[src/rtl/serial_add_seq.sv]
// Bit-serial add sequencer around a single 1-bit full adder.
// Latency: start sampled at E0, bits at E1..E_WIDTH, done high in the cycle after E_WIDTH.
// Backpressure: none queued; start is only honoured in IDLE and ignored while busy.
//
// Ports:
//   clk        system clock, rising edge
//   rst_n      asynchronous active-low reset; aborts any operation in flight
//   start      request, sampled only while idle
//   op_a/op_b  WIDTH-bit operands, captured on the accepted start
//   sub        subtract select, captured on the accepted start (SUB_EN builds only)
//   busy       high whenever the sequencer is not idle
//   done       one-cycle pulse marking the result as fresh
//   result     WIDTH-bit sum, held from done until the next accepted start
//   carry_out  carry out of the MSB, same validity as result
//
// Build option: define SUB_EN to add the sub port and two's-complement subtract.

// 1-bit full adder, purely combinational.
module adder (
  input  logic a,
  input  logic b,
  input  logic cin,
  output logic sum,
  output logic cout
);

  assign sum  = a ^ b ^ cin;
  assign cout = (a & b) | (cin & (a ^ b));

endmodule

module serial_add_seq #(
  parameter int WIDTH = 8
) (
  input  logic             clk,
  input  logic             rst_n,
  input  logic             start,
  input  logic [WIDTH-1:0] op_a,
  input  logic [WIDTH-1:0] op_b,
`ifdef SUB_EN
  input  logic             sub,
`endif
  output logic             busy,
  output logic             done,
  output logic [WIDTH-1:0] result,
  output logic             carry_out
);

  // Bit counter needs at least one bit even for WIDTH=1.
  localparam int CW = (WIDTH > 1) ? $clog2(WIDTH) : 1;

  typedef enum logic [1:0] {
    S_IDLE = 2'd0,
    S_RUN  = 2'd1,
    S_DONE = 2'd2
  } state_t;

  state_t          state;
  logic [WIDTH-1:0] a_sr;
  logic [WIDTH-1:0] b_sr;
  logic [WIDTH-1:0] s_sr;
  logic             c_q;
  logic [CW-1:0]    cnt;

  logic             add_sum;
  logic             add_cout;
  logic [WIDTH-1:0] s_next;

  adder u_adder (
    .a    (a_sr[0]),
    .b    (b_sr[0]),
    .cin  (c_q),
    .sum  (add_sum),
    .cout (add_cout)
  );

  // Sum register shifted right with the new bit entering at the MSB.
  // Written as shift/or so it stays legal when WIDTH=1.
  always_comb begin
    s_next = '0;
    s_next = (s_sr >> 1) | (WIDTH'(add_sum) << (WIDTH - 1));
  end

  always_ff @(posedge clk or negedge rst_n) begin
    if (!rst_n) begin
      state     <= S_IDLE;
      busy      <= 1'b0;
      done      <= 1'b0;
      result    <= '0;
      carry_out <= 1'b0;
      a_sr      <= '0;
      b_sr      <= '0;
      s_sr      <= '0;
      c_q       <= 1'b0;
      cnt       <= '0;
    end else begin
      case (state)
        S_IDLE: begin
          done <= 1'b0;
          if (start) begin
            a_sr <= op_a;
`ifdef SUB_EN
            // a - b = a + ~b + 1: invert b and seed the carry with 1.
            b_sr <= sub ? ~op_b : op_b;
            c_q  <= sub;
`else
            b_sr <= op_b;
            c_q  <= 1'b0;
`endif
            s_sr  <= '0;
            cnt   <= CW'(WIDTH - 1);
            state <= S_RUN;
            busy  <= 1'b1;
          end
        end

        S_RUN: begin
          a_sr <= a_sr >> 1;
          b_sr <= b_sr >> 1;
          s_sr <= s_next;
          c_q  <= add_cout;
          if (cnt == '0) begin
            // Last bit: publish the completed word; result is untouched before this.
            result    <= s_next;
            carry_out <= add_cout;
            done      <= 1'b1;
            state     <= S_DONE;
          end else begin
            cnt <= cnt - CW'(1);
          end
        end

        S_DONE: begin
          done  <= 1'b0;
          busy  <= 1'b0;
          state <= S_IDLE;
        end

        default: begin
          done  <= 1'b0;
          busy  <= 1'b0;
          state <= S_IDLE;
        end
      endcase
    end
  end

endmodule

[config.mk]
export PLATFORM = sky130hd
export DESIGN_NAME = serial_add_seq
export DESIGN_NICKNAME = d
export VERILOG_FILES = /design/src/rtl/serial_add_seq.sv
export SDC_FILE = /design/constraint.sdc
export NUM_CORES = 1
export LEC_CHECK = 0
export CORE_ASPECT_RATIO = 0.6
export CORE_MARGIN = 1
export CORE_UTILIZATION = 52
export CTS_CLUSTER_DIAMETER = 50
export DETAILED_ROUTE_END_ITERATION = 16
export PLACE_DENSITY = 0.78
export SYNTH_ARGS = -nofsm -noshare
export SYNTH_HDL_FRONTEND = slang
export SYNTH_SLANG_ARGS = --single-unit
[constraint.sdc]
create_clock -name clk -period 1.7 [get_ports clk]
set_input_delay 0.17 -clock clk [delete_from_list [all_inputs] [get_ports clk]]
set_output_delay 0.17 -clock clk [all_outputs]
set_load 0.05 [all_outputs]
==> results.md <==
| Quantity | This run |
|---|---|
| Synthesis-stage register bit count | 40 |
| GRT Util Overall | 0.225 |
| Total Power | 4.03 mW |
| Critical Path RT | 1.53 ns |
| Largest family of logic cells by synthesized area | compound AO/OA/AOI/OAI gates |
| Portion of the post-synthesis area used by sequential elements | 0.556 |
| Clock root buffer | clkbuf_8 |
| Synth Area in Compound Gates | 0.216 |
| Delay of the slowest cell on the worst path | 0.81 ns |
| Number of buffers inserted during clock tree synthesis | 5 |
| Unrepaired setup endpoints after global routing | false |
| Net total in the final layout | 218 |
| Vias | 1335 |
| Area taken by flip-flops and latches | 1000 µm² |
| Count of flip-flops with a built-in enable after synthesis | 0 |
| Via count of the first global-routing pass | 1269 |
| Series of cell instances along the critical path | clkdlybuf4s50_1 |
| Crit path capture type | output pin |
| Fill cells | 245 |
| Pre-antenna DRT Iters | 4 |
| Pin count of the biggest net entering global routing | 41 |
| Part of the cycle the worst path needs | 0.967 |
| Start-to-end type of the worst setup path | reg2out |
| Worst slew margin relative to its limit | 0.663 |
| Final weighted congestion of routability-driven global placement | 0.738 |
| Final routed DRC violation total | 0 |
| Multiplexer share of the synthesized area | 0.0618 |
| Clock Sink Count | 40 |
| Avg Inst Size Synth | 11.3 µm² |
| Worst-Skew Late Latency | 0.29 ns |
| Final Slew Violations | 0 |
| Antenna diode count | 0 |
| Vert. Die Dim | 47.6 µm |
| Fraction of the mapped netlist area in simple logic gates | 0.103 |
| Total nets after synthesis | 181 |
| Total of warnings raised by yosys | 0 |
| TritonCTS clock tree | yes |
| Drt initial violations | 94 |
| Power density over cell area | 1770 nW/µm² |
| Core footprint | 3280 µm² |
| Total overflow reported by the global router | 0 |
| Endpoint arrival time on the critical path | 1.47 ns |
| Clock-pin slew on the worst setup and hold paths | 0.08 ns |
| Post-route minimum period | 1.64 ns |
| WL final | 3.73 mm |
| Total standard cell area after synthesis | 1800 µm² |
| Fin cells | 242 |
| Summed negative setup slack over all endpoints | 0 ns |
| Synth Flop Type | dfrtp_1 |
| Cells after Synth | 159 |
| Setup violations, final | 0 |
| Layout Skew | 0.00331 ns |
| Run status | finished, final reports clean |
| Placed insts | 233 |
| Final Hold Vio Count | 0 |
| Port buffer count | 29 |
| Worst path slowest cell | clkdlybuf4s50_1 |
| Post-synthesis share of cell area spent on full adders, half adders and majority gates | 0.0250 |
| Critical path buffers and inverters | 1 |
| Sort of element at the start of the critical path | register |
| Maximum clock path buffer count | 2 |
| Lkg Pwr | 1.02 nW |
| Maxcap violations | 0 |
| Count of H-tree levels built during CTS | 2 |
| Worst slew pin tran | 0.504 ns |
| Maximum ir drop on the vdd rail | 1.00 mV |
| Routed length per placed instance | 15.4 µm |
| Post-synthesis async set-or-reset flop share | 1.00 |
| Post-detailed-route via-to-cell ratio | 5.52 |
| I/O pin count | 30 |
| Initial antenna violation count | 0 |
| Area occupied by multi-input gates | 731 µm² |
| Synth Area in XOR/XNOR | 0 |
| Layout cells sized above 1 | 0.178 |
| Die width | 78.0 µm |
| Peak fanout along the critical path | 2 |
| Worst min-delay path category | in2async |
| Count of antenna-violating nets left after detailed routing | 0 |
| Maximum frequency from static timing analysis | 608 MHz |
| Count of unique library cells instantiated by Yosys | 22 |
| Layout overhead on the synthesized area | 26.5% |
| Die area | 3710 µm² |
| # rows | 16 |
| Category of cells accounting for the largest share of critical-path delay | buffers and inverters |
| Global-route wire length before repair | 6.07 mm |
| Effective utilization at floorplan | 0.548 |
| Sum of net half-perimeters after detailed placement | 2.59 mm |
-- flip-flops by register name, indices dropped and copies added (netlist names) --
| register | count |
|---|---|
| s_sr | 7 |
| busy | 1 |
| state | 2 |
| carry_out | 1 |
| result | 8 |
| done | 1 |
| b_sr | 8 |
| c_q | 1 |
| cnt | 3 |
| a_sr | 8 |
-- power breakdown --
part | internal [mW] | switching, mW | total [mW]
registers | 1.33 | 0.299 | 1.63
logic | 0.767 | 0.977 | 1.74
clock network | 0.324 | 0.329 | 0.653
total | 2.42 | 1.60 | 4.03
-- path summary, 6_finish.rpt --
path | slack (ns) | endpoint | depth (start not counted) | startpoint
worst max-delay path | 0.06 | result[4] | 1 | result[4]
worst min-delay path | 0.46 | s_sr[1] | 3 | rst_n
worst max register to register | 0.11 | result[4] | 6 | cnt[0]
worst min register to register | 0.50 | s_sr[1] | 1 | s_sr[1]
max in group asynchronous | 0.90 | s_sr[6] | 3 | rst_n
min in group clk | 0.50 | b_sr[7] | 3 | op_b[7]
-- final cells by class --
cell class,count,share of cell area
sequential,40,0.439
clock inverter,2,0.00439
inverter,4,0.00659
clock buffer,6,0.0362
tap,45,0.0247
timing repair buffer,41,0.168
multi-input combinational,104,0.321
-- through the flow --
stage	area, µm²	utilization	hold WS [ns]	setup slack [ns]
after detailed placement	2180	0.663	0.256	0.123
after global routing	2280	0.694	0.521	0.0102
final	2280	0.694	0.459	0.0564
after floorplan	1800	-	-0.126	0.177
after CTS	2280	0.694	0.468	0.0518
after global placement	2180	0.663	0.245	0.205
-- what timing repair did --
action / CTS / global route
buffers inserted: 0 / 0
gates resized for setup: 0 / 0
hold buffers: 1 / 0
hold endpoints to repair: 40 / 0
-- layout by cell type (no fill, tap or decap), drive strengths merged --
cell type,count
a21oi,18
a22o,8
a22oi,15
buf,15
clkbuf,6
clkdlybuf4s50,25
clkinv,2
dfrtp,40
dlygate4sd3,1
fa,1
ha,2
inv,4
mux2,9
mux2i,1
nand2,2
nand2b,2
nand3,3
nor2,2
nor2b,19
nor3,1
o21a,2
o21ai,18
o21bai,1
-- Yosys cell counts, types with 3 or more instances --
master,number,area share
dfrtp_1,40,0.56
a22o_1,8,0.039
buf_2,7,0.019
clkbuf_1,3,0.0063
mux2_2,9,0.056
inv_1,4,0.0083
nand3_1,3,0.0083
o21ai_0,18,0.050
a21oi_1,18,0.050
nor2b_1,19,0.066
a22oi_1,15,0.063
-- routing by layer --
layer	global-route usage	wire, µm	up-vias
met2	0.354	1680	32
met3	0.0552	160	2
met4	0.0852	24	0
met5	0	0	-
met1	0.312	1860	660
li1	-	-	641
-- logic make-up (layout without fill, tap and decap cells) --
family / Yosys count / in the layout
mux: 10 / 10
flops: 40 / 40
buf+inv: 15 / 53
fa+ha+maj: 3 / 3
compound gates: 62 / 62
simple gates: 29 / 29
Power figures use the tool's default switching activity.
